[src/rtl/UART_pkg.sv]
// rtl/UART_pkg.sv - shared UART receive-side types, limits and config helper
//
// Purpose: state encoding for the receive sequencer, legal data-width limits,
// and the helper that turns a CSR data width into the index of the last data bit.
// Ports: none (package).
package UART_pkg;

    localparam int UART_MIN_DATA_BITS = 5;
    localparam int UART_MAX_DATA_BITS = 8;

    typedef enum logic [2:0] {
        ST_IDLE,
        ST_START,
        ST_DATA,
        ST_PARITY,
        ST_STOP,
        ST_DONE
    } uart_rx_state_t;

    // Index of the final data bit; widths outside 5..8 fall back to 8 bits.
    function automatic logic [3:0] last_data_bit(input logic [3:0] data_bits);
        if (data_bits >= 4'(UART_MIN_DATA_BITS) && data_bits <= 4'(UART_MAX_DATA_BITS))
            return data_bits - 4'd1;
        return 4'(UART_MAX_DATA_BITS - 1);
    endfunction

endpackage

[src/rtl/UART_rx_sync.sv]
// rtl/UART_rx_sync.sv - multi-flop synchronizer for the asynchronous rx line
//
// Purpose: brings the raw serial line into the clk domain. The chain presets to 1
// (line idle) so reset never looks like a start bit.
// Ports:
//   clk   in  system clock
//   rst   in  synchronous active-high reset
//   rx    in  raw asynchronous serial line
//   rx_s  out synchronized line, SYNC_STAGES cycles behind rx
module UART_rx_sync #(
    parameter int SYNC_STAGES = 2
) (
    input  logic clk,
    input  logic rst,
    input  logic rx,
    output logic rx_s
);

    logic [SYNC_STAGES-1:0] chain;

    always_ff @(posedge clk) begin
        if (rst)
            chain <= '1;
        else
            chain <= {chain[SYNC_STAGES-2:0], rx};
    end

    assign rx_s = chain[SYNC_STAGES-1];

endmodule

[src/rtl/uart_rx_control.sv]
// rtl/uart_rx_control.sv - UART receive sequencer driving the RX datapath strobes
//
// Purpose: detects start bits on the synchronized line, frames start/data/parity/
// stop bits using the wait-bit timer strobes, and drives the datapath shift and
// frame-done strobes plus framing/overrun error pulses.
// Ports:
//   clk, rst                        clock, synchronous active-high reset
//   rx                              raw serial line (idle high)
//   half_bit, wait_bit_done         mid-bit / end-of-bit strobes from the timer
//   data_bits, parity_en, two_stop  frame format, latched at each start bit
//   rx_data_valid, rx_data_ready    datapath output handshake (overrun detect)
//   wait_bit_en, wait_bit_rst_n     timer enable / active-low timer reset
//   shift_bits, done                one-cycle datapath strobes
//   framing_error, overrun_error    one-cycle error pulses, coincident with done
//   busy                            high whenever a frame is in progress
module uart_rx_control
    import UART_pkg::*;
#(
    parameter int SYNC_STAGES = 2
) (
    input  logic       clk,
    input  logic       rst,
    input  logic       rx,
    input  logic       half_bit,
    input  logic       wait_bit_done,
    input  logic [3:0] data_bits,
    input  logic       parity_en,
    input  logic       two_stop,
    input  logic       rx_data_valid,
    input  logic       rx_data_ready,
    output logic       wait_bit_en,
    output logic       wait_bit_rst_n,
    output logic       shift_bits,
    output logic       done,
    output logic       framing_error,
    output logic       overrun_error,
    output logic       busy
);

    logic           rx_s;
    uart_rx_state_t state;
    logic [3:0]     bit_cnt;
    logic [3:0]     last_bit;
    logic           stop_cnt;
    logic           parity_l;
    logic           two_stop_l;
    logic           frame_bad;

    UART_rx_sync #(.SYNC_STAGES(SYNC_STAGES)) u_rx_sync (
        .clk  (clk),
        .rst  (rst),
        .rx   (rx),
        .rx_s (rx_s)
    );

    // Pulse outputs are registered on the edge that makes the transition, so
    // done and its error flags are all visible during the single DONE cycle.
    // wait_bit_done is tested before half_bit so a coincident pair skips the
    // mid-bit check.
    always_ff @(posedge clk) begin
        if (rst) begin
            state         <= ST_IDLE;
            bit_cnt       <= '0;
            last_bit      <= 4'(UART_MAX_DATA_BITS - 1);
            stop_cnt      <= 1'b0;
            parity_l      <= 1'b0;
            two_stop_l    <= 1'b0;
            frame_bad     <= 1'b0;
            shift_bits    <= 1'b0;
            done          <= 1'b0;
            framing_error <= 1'b0;
            overrun_error <= 1'b0;
        end else begin
            shift_bits    <= 1'b0;
            done          <= 1'b0;
            framing_error <= 1'b0;
            overrun_error <= 1'b0;
            case (state)
                ST_IDLE: begin
                    if (!rx_s) begin
                        state      <= ST_START;
                        last_bit   <= last_data_bit(data_bits);
                        parity_l   <= parity_en;
                        two_stop_l <= two_stop;
                        frame_bad  <= 1'b0;
                    end
                end
                ST_START: begin
                    if (wait_bit_done) begin
                        state   <= ST_DATA;
                        bit_cnt <= '0;
                    end else if (half_bit && rx_s) begin
                        state <= ST_IDLE;
                    end
                end
                ST_DATA: begin
                    if (wait_bit_done) begin
                        shift_bits <= 1'b1;
                        bit_cnt    <= bit_cnt + 4'd1;
                        stop_cnt   <= 1'b0;
                        if (bit_cnt == last_bit)
                            state <= parity_l ? ST_PARITY : ST_STOP;
                    end
                end
                ST_PARITY: begin
                    if (wait_bit_done) begin
                        shift_bits <= 1'b1;
                        stop_cnt   <= 1'b0;
                        state      <= ST_STOP;
                    end
                end
                ST_STOP: begin
                    if (wait_bit_done) begin
                        if (two_stop_l && !stop_cnt) begin
                            stop_cnt <= 1'b1;
                        end else begin
                            state         <= ST_DONE;
                            done          <= 1'b1;
                            framing_error <= frame_bad;
                            overrun_error <= rx_data_valid & ~rx_data_ready;
                        end
                    end else if (half_bit && !rx_s) begin
                        frame_bad <= 1'b1;
                    end
                end
                ST_DONE: begin
                    frame_bad <= 1'b0;
                    state     <= ST_IDLE;
                end
                default: state <= ST_IDLE;
            endcase
        end
    end

    // Timer runs only while a frame is being framed; DONE and IDLE hold it reset.
    assign wait_bit_en    = (state == ST_START) || (state == ST_DATA) ||
                            (state == ST_PARITY) || (state == ST_STOP);
    assign wait_bit_rst_n = wait_bit_en;
    assign busy           = (state != ST_IDLE);

endmodule

[config.mk]
export PLATFORM = sky130hd
export DESIGN_NAME = uart_rx_control
export DESIGN_NICKNAME = d
export VERILOG_FILES = /design/src/rtl/UART_pkg.sv /design/src/rtl/UART_rx_sync.sv /design/src/rtl/uart_rx_control.sv
export SDC_FILE = /design/constraint.sdc
export NUM_CORES = 1
export LEC_CHECK = 0
export CAP_MARGIN = 15
export CORE_ASPECT_RATIO = 1.4
export CORE_MARGIN = 4
export CORE_UTILIZATION = 30
export CTS_CLUSTER_SIZE = 20
export DETAILED_ROUTE_END_ITERATION = 6
export PLACE_DENSITY_LB_ADDON = 0.25
export SLEW_MARGIN = 20
export SYNTH_ARGS = -nofsm -noshare
export SYNTH_HDL_FRONTEND = slang
export SYNTH_SLANG_ARGS = --single-unit
[constraint.sdc]
create_clock -name clk -period 1.38 [get_ports clk]
set_input_delay 0.414 -clock clk [delete_from_list [all_inputs] [get_ports clk]]
set_output_delay 0.414 -clock clk [all_outputs]
set_load 0.005 [all_outputs]
Word level (Yosys, flattened, before mapping)
Cells that the tools add are included.
{"block": "totals", "regBits": 21, "output_inout_bits": 7, "in_bits": 13, "word_cells": 92}
{"block": "classes", "bitwise": 6, "n_mux": 29, "n_reduce_logical": 23, "n_lt_le_gt_ge": 2, "add_sub_neg": 2, "n_eq_ne": 18}
{"cell": "$mux 3", "n": 9}
{"cell": "$ne 2x2->1 const B", "n": 10}
{"cell": "$mux 4", "n": 4}
{"cell": "$pmux 3 s5", "n": 1}
{"cell": "$mux 1", "n": 12}
{"cell": "$pmux 4 s2", "n": 1}
{"cell": "$reduce_and 4->1", "n": 2}
{"cell": "$reduce_and 7->1", "n": 1}
{"cell": "$eq 3x2->1 const B", "n": 2}
{"cell": "$eq 3x3->1 const B", "n": 2}
{"cell": "$reduce_bool 3->1", "n": 2}
{"cell": "$not 1->1", "n": 5}
{"cell": "$add 4x1->4 const B", "n": 1}
{"cell": "$eq 4x4->1", "n": 1}
{"cell": "$ge 4x3->1 const B", "n": 1}
{"cell": "$le 4x4->1 const B", "n": 1}
{"cell": "$logic_and 1x1->1", "n": 4}
{"cell": "$reduce_bool 2->1", "n": 2}
{"cell": "$reduce_or 2->1", "n": 2}
{"cell": "$reduce_or 4->1", "n": 1}
{"cell": "$sub 4x1->4 const B", "n": 1}
{"cell": "$eq 3x1->1 const B", "n": 1}
{"cell": "$logic_not 3->1", "n": 1}
{"cell": "$logic_or 1x1->1", "n": 3}
{"cell": "other kinds (9)", "n": 10}

Longest topological paths before layout
{"block": "logic_depth", "ltp_word": 7, "mapped_depth": 7, "ltp_nobuf": 7}

Modules after synthesis
From an unflattened synthesis, not the netlist that was laid out.
{"block": "hier_totals", "hier_cells": 134, "area_unflattened_um2": 1102.3}
{"module": "uart_rx_control", "area_each_um2": 1049.8, "seq_area_each_um2": 380.4, "cells_each": 130, "instances": 1}
{"module": "UART_rx_sync", "area_each_um2": 52.6, "seq_area_each_um2": 40.0, "cells_each": 4, "instances": 1}

Worst setup path after synthesis
Ideal clock, no wire load.
{"block": "synth_path", "kind": "reg-to-reg", "start": "reg state[1]", "end": "reg last_bit[0]", "setup_time_ps": 120, "path_buffers": 0, "period_less_slack_ps": 1434, "setup_slack_ps": -54, "required_ps": 1260, "path_stages_with_launch": 6, "arrival_ps": 1314, "path_cell_list": "dfxtp_1 > or2_4 > nor3_4 > a21boi_2 > a21oi_1 > or2_1"}
{"block": "synth_via", "elab_chain_cells": 2}
{"element": "from (decl)", "line_no": "uart_rx_control.sv:41", "rtl": "uart_rx_state_t state;"}
{"element": "from (signal assigned)", "line_no": "uart_rx_control.sv:102", "rtl": "state <= parity_l ? ST_PARITY : ST_STOP;"}
{"element": "$logic_not 3->1", "line_no": "uart_rx_control.sv:78", "rtl": "case (state)"}
{"element": "$reduce_and 2->1 (no line)"}
{"element": "to (signal assigned)", "line_no": "uart_rx_control.sv:64", "rtl": "last_bit <= 4'(UART_MAX_DATA_BITS - 1);"}
{"element": "to (signal assigned)", "line_no": "uart_rx_control.sv:82", "rtl": "last_bit <= last_data_bit(data_bits);"}
{"element": "to (decl)", "line_no": "uart_rx_control.sv:43", "rtl": "logic [3:0] last_bit;"}
Every way passes these cells.
A chain may end at the register's enable or synchronous reset.

Worst setup path after layout
{"block": "layout_path", "start": "reg state[0]", "end": "reg last_bit[1]"}
The elaborated chain is that of the path after synthesis.

==> summary.txt <==
Antenna Cells: 0
Dpl hpwl: 2.027 mm
CTS Hold Bufs: 0
Leakage power: 0.7529 nW
Arrival time worst endpoint: 1730 ps
Worst vdd ir: 0.4191 mV
TritonRoute pass-1 iters: 4
Failing checks: setup timing
Worst relative slew slack: 0.8094
Share of cells above drive strength 1: 0.3802
CP max stage cell: dfxtp_4
Vias in the first global route: 1164
Hold wc startpoint: u_rx_sync.chain[0]
Worst Clk Skew: 2.414 ps
Gp weighted congestion: 0.8937
Primary FF master, synth: dfxtp_1
Root buf cell: clkbuf_8
Power density cells: 690.7 nW/µm²
Mapped Cells: 140
Setup slack after layout: -189.6 ps
Syn_nets: 156
Total GRT Usage: 0.1300
R2r endpoint: last_bit[1]
Seq/Total Area, Yosys: 0.3742
Area leader, netlist: dfxtp_1
Area contributors post-synth: dfxtp_1 (37%), a21oi_1 (5.8%), nor2_1 (5.0%)
Total power: 1.277 mW
Gr ovfl total: 0
WHS Endpoint: u_rx_sync.chain[1]
Initial DRC Count: 19
Crit-path leading delay family: simple AND/OR/NAND/NOR gates
Worst Hold Class: register to register
Syn_area_per_cell: 8.026 µm²
CP Capture Type: register
IO buf count: 19
Max Clk Rate: 637.1 MHz
Clk_lat worst skew: 260 ps
Final hold vios: 0
TritonCTS clock tree: done
Worst setup SP type: register
Status: finished, violations left
Largest stage delay, worst path: 370 ps
Yosys reg bits: 21
Die Height: 80.41 µm
Worst hold path depth: 1
Number of setup violations in the final report: 12
Initial core utilization: 0.3084
Synthesized area: 1124 µm²
Crit Path Max Fanout: 4
Area Growth Syn to Fin: 64.59%
Via/cell ratio: 4.962
Num rows: 26
Count leader, synth: dfxtp_1
CP Class: register to register
RSZ-0062 raised after global routing: true
IO Pins: 20
Post-synth ARST share: 0
Max-cap violations: 0
Final Slew Violations: 0
Nets@finish: 209
R2r startpoint: state[0]
R2r setup slk: -190 ps
Fin crit share: 1.137
Fin crit period: 1570 ps
Synth cell count leaders: dfxtp_1 (21), nor2_1 (15), a21oi_1 (13), nand2_1 (13), o21ai_0 (10)
CP cell instances: buf_6 > or2_4 > nor3_4 > a21boi_4 > a21oi_1 > or2_1
DR DRC count: 0
DRT Wirelength: 3.024 mm
Yosys warns: 0
Clock Path Buffers: 2
Synth unique cells: 39
Post-synth EDFFs: 0
DR vias: 1161
Initial antenna violation count: 0
First-pass GRT wire length: 4.823 mm
WL per Instance: 12.92 µm
Cts bufs inserted: 3
Die area: 4802 µm²
Die span in x: 59.72 µm
Critical Path RT: 1540 ps
Critical path startpoint: state[0]
Register-to-Register Path Depth: 6
Max H-tree Level: 1
Post-synth top area share: 0.3742
Sink Count: 21
Final ANT Viol Nets: 0
CP Buf/Inv Count: 1
Pin count of the biggest net entering global routing: 19
Core area: 3643 µm²
Clock transition at the registers of the reported paths: 80 ps
Final core utilization: 0.5076
Worst-Margin Slew: 285.9 ps
==> logic make-up (layout without fill, tap and decap cells) <==
kind of cell,count (synthesis),after routing,share of synthesized area
AOI/OAI and AO/OA,31,31,0.1648
xor gates and xnor gates,6,6,0.04677
adders and majority gates,3,3,0.03341
buffers and inverters,13,65,0.05233
DFF,21,21,0.3742
muxes,3,3,0.02673
and+or+nand+nor,63,63,0.3018
==> where the power goes <==
group	leakage [nW]	switching [mW]	internal [mW]
sequential	0.174	0.00964	0.608
clock	0.0255	0.212	0.201
combinational	0.553	0.110	0.137
==> layout by cell type (no fill, tap or decap), types with 2 or more instances in the layout <==
master and n:
a21oi_2 3, o21ai_1 2, nand2_1 13, nor3_4 2, buf_4 24, and2_1 2, xnor2_1 4, buf_2 2
nor2b_1 5, dfxtp_4 5, mux2i_1 3, nor2_1 12, or2_2 2, nor3_1 2, clkbuf_8 3, buf_6 11
clkdlybuf4s50_1 8, o21ai_0 8, a21oi_1 10, nor2_4 2, nand4_1 2, dfxtp_1 16, dlygate4sd2_1 8, nand3b_1 2
inv_1 3, or2_1 2, nand2b_1 5, nand3_1 2
==> routing by layer <==
layer,track usage,wire length (µm)
met3,0.01929,130
met2,0.2403,1621
met4,0.07761,99
met1,0.1307,1172
met5,0,0
==> cell type report <==
class | count | area [µm²]
clock buffer | 3 | 41.29
clock inverter | 1 | 5.005
fill | 358 | 1794
inverter | 5 | 21.27
multi-input combinational | 106 | 775.7
sequential | 21 | 439.2
tap | 42 | 52.55
timing repair buffer | 56 | 514.2
==> worst max path at each step <==
stage | endpoint | slack (ps) | cells past startpoint
after CTS | wait_bit_rst_n | -180 | 3
after global placement | last_bit[0] | -470 | 8
after detailed placement | last_bit[0] | -510 | 8
final | last_bit[1] | -190 | 6
after global routing | last_bit[0] | -240 | 6
after floorplan | last_bit[0] | -40 | 5
==> registers in the layout, summed over array words and instances, names as in the netlist <==
signal and flops:
bit_cnt 4, shift_bits 1, parity_l 1, overrun_error 1
last_bit 4, frame_bad 1, done 1, framing_error 1
stop_cnt 1, u_rx_sync.chain 2, state 3, two_stop_l 1
==> metrics by stage <==
| stage | hold WS [ps] | setup TNS, ps | instance area, µm² | instances | setup slack, ps |
|---|---|---|---|---|---|
| detailed placement | 406.2 | -7238 | 1523 | 219 | -513.8 |
| finish | 425.0 | -1646 | 1849 | 234 | -189.6 |
| floorplan | 389.5 | -89.25 | 1125 | 140 | -44.63 |
| global placement | 393.0 | -6671 | 1523 | 219 | -474.6 |
| CTS | 426.5 | -1552 | 1664 | 228 | -178.9 |
| global route | 439.5 | -2510 | 1849 | 234 | -243.2 |
==> timing repair <==
item,4_1_cts,5_1_grt
setup endpoints to repair,22,17
buffers inserted,5,5
cloned,0,1
gates resized for setup,34,37
pin swaps,11,15
(Power assumes the default switching activity.)
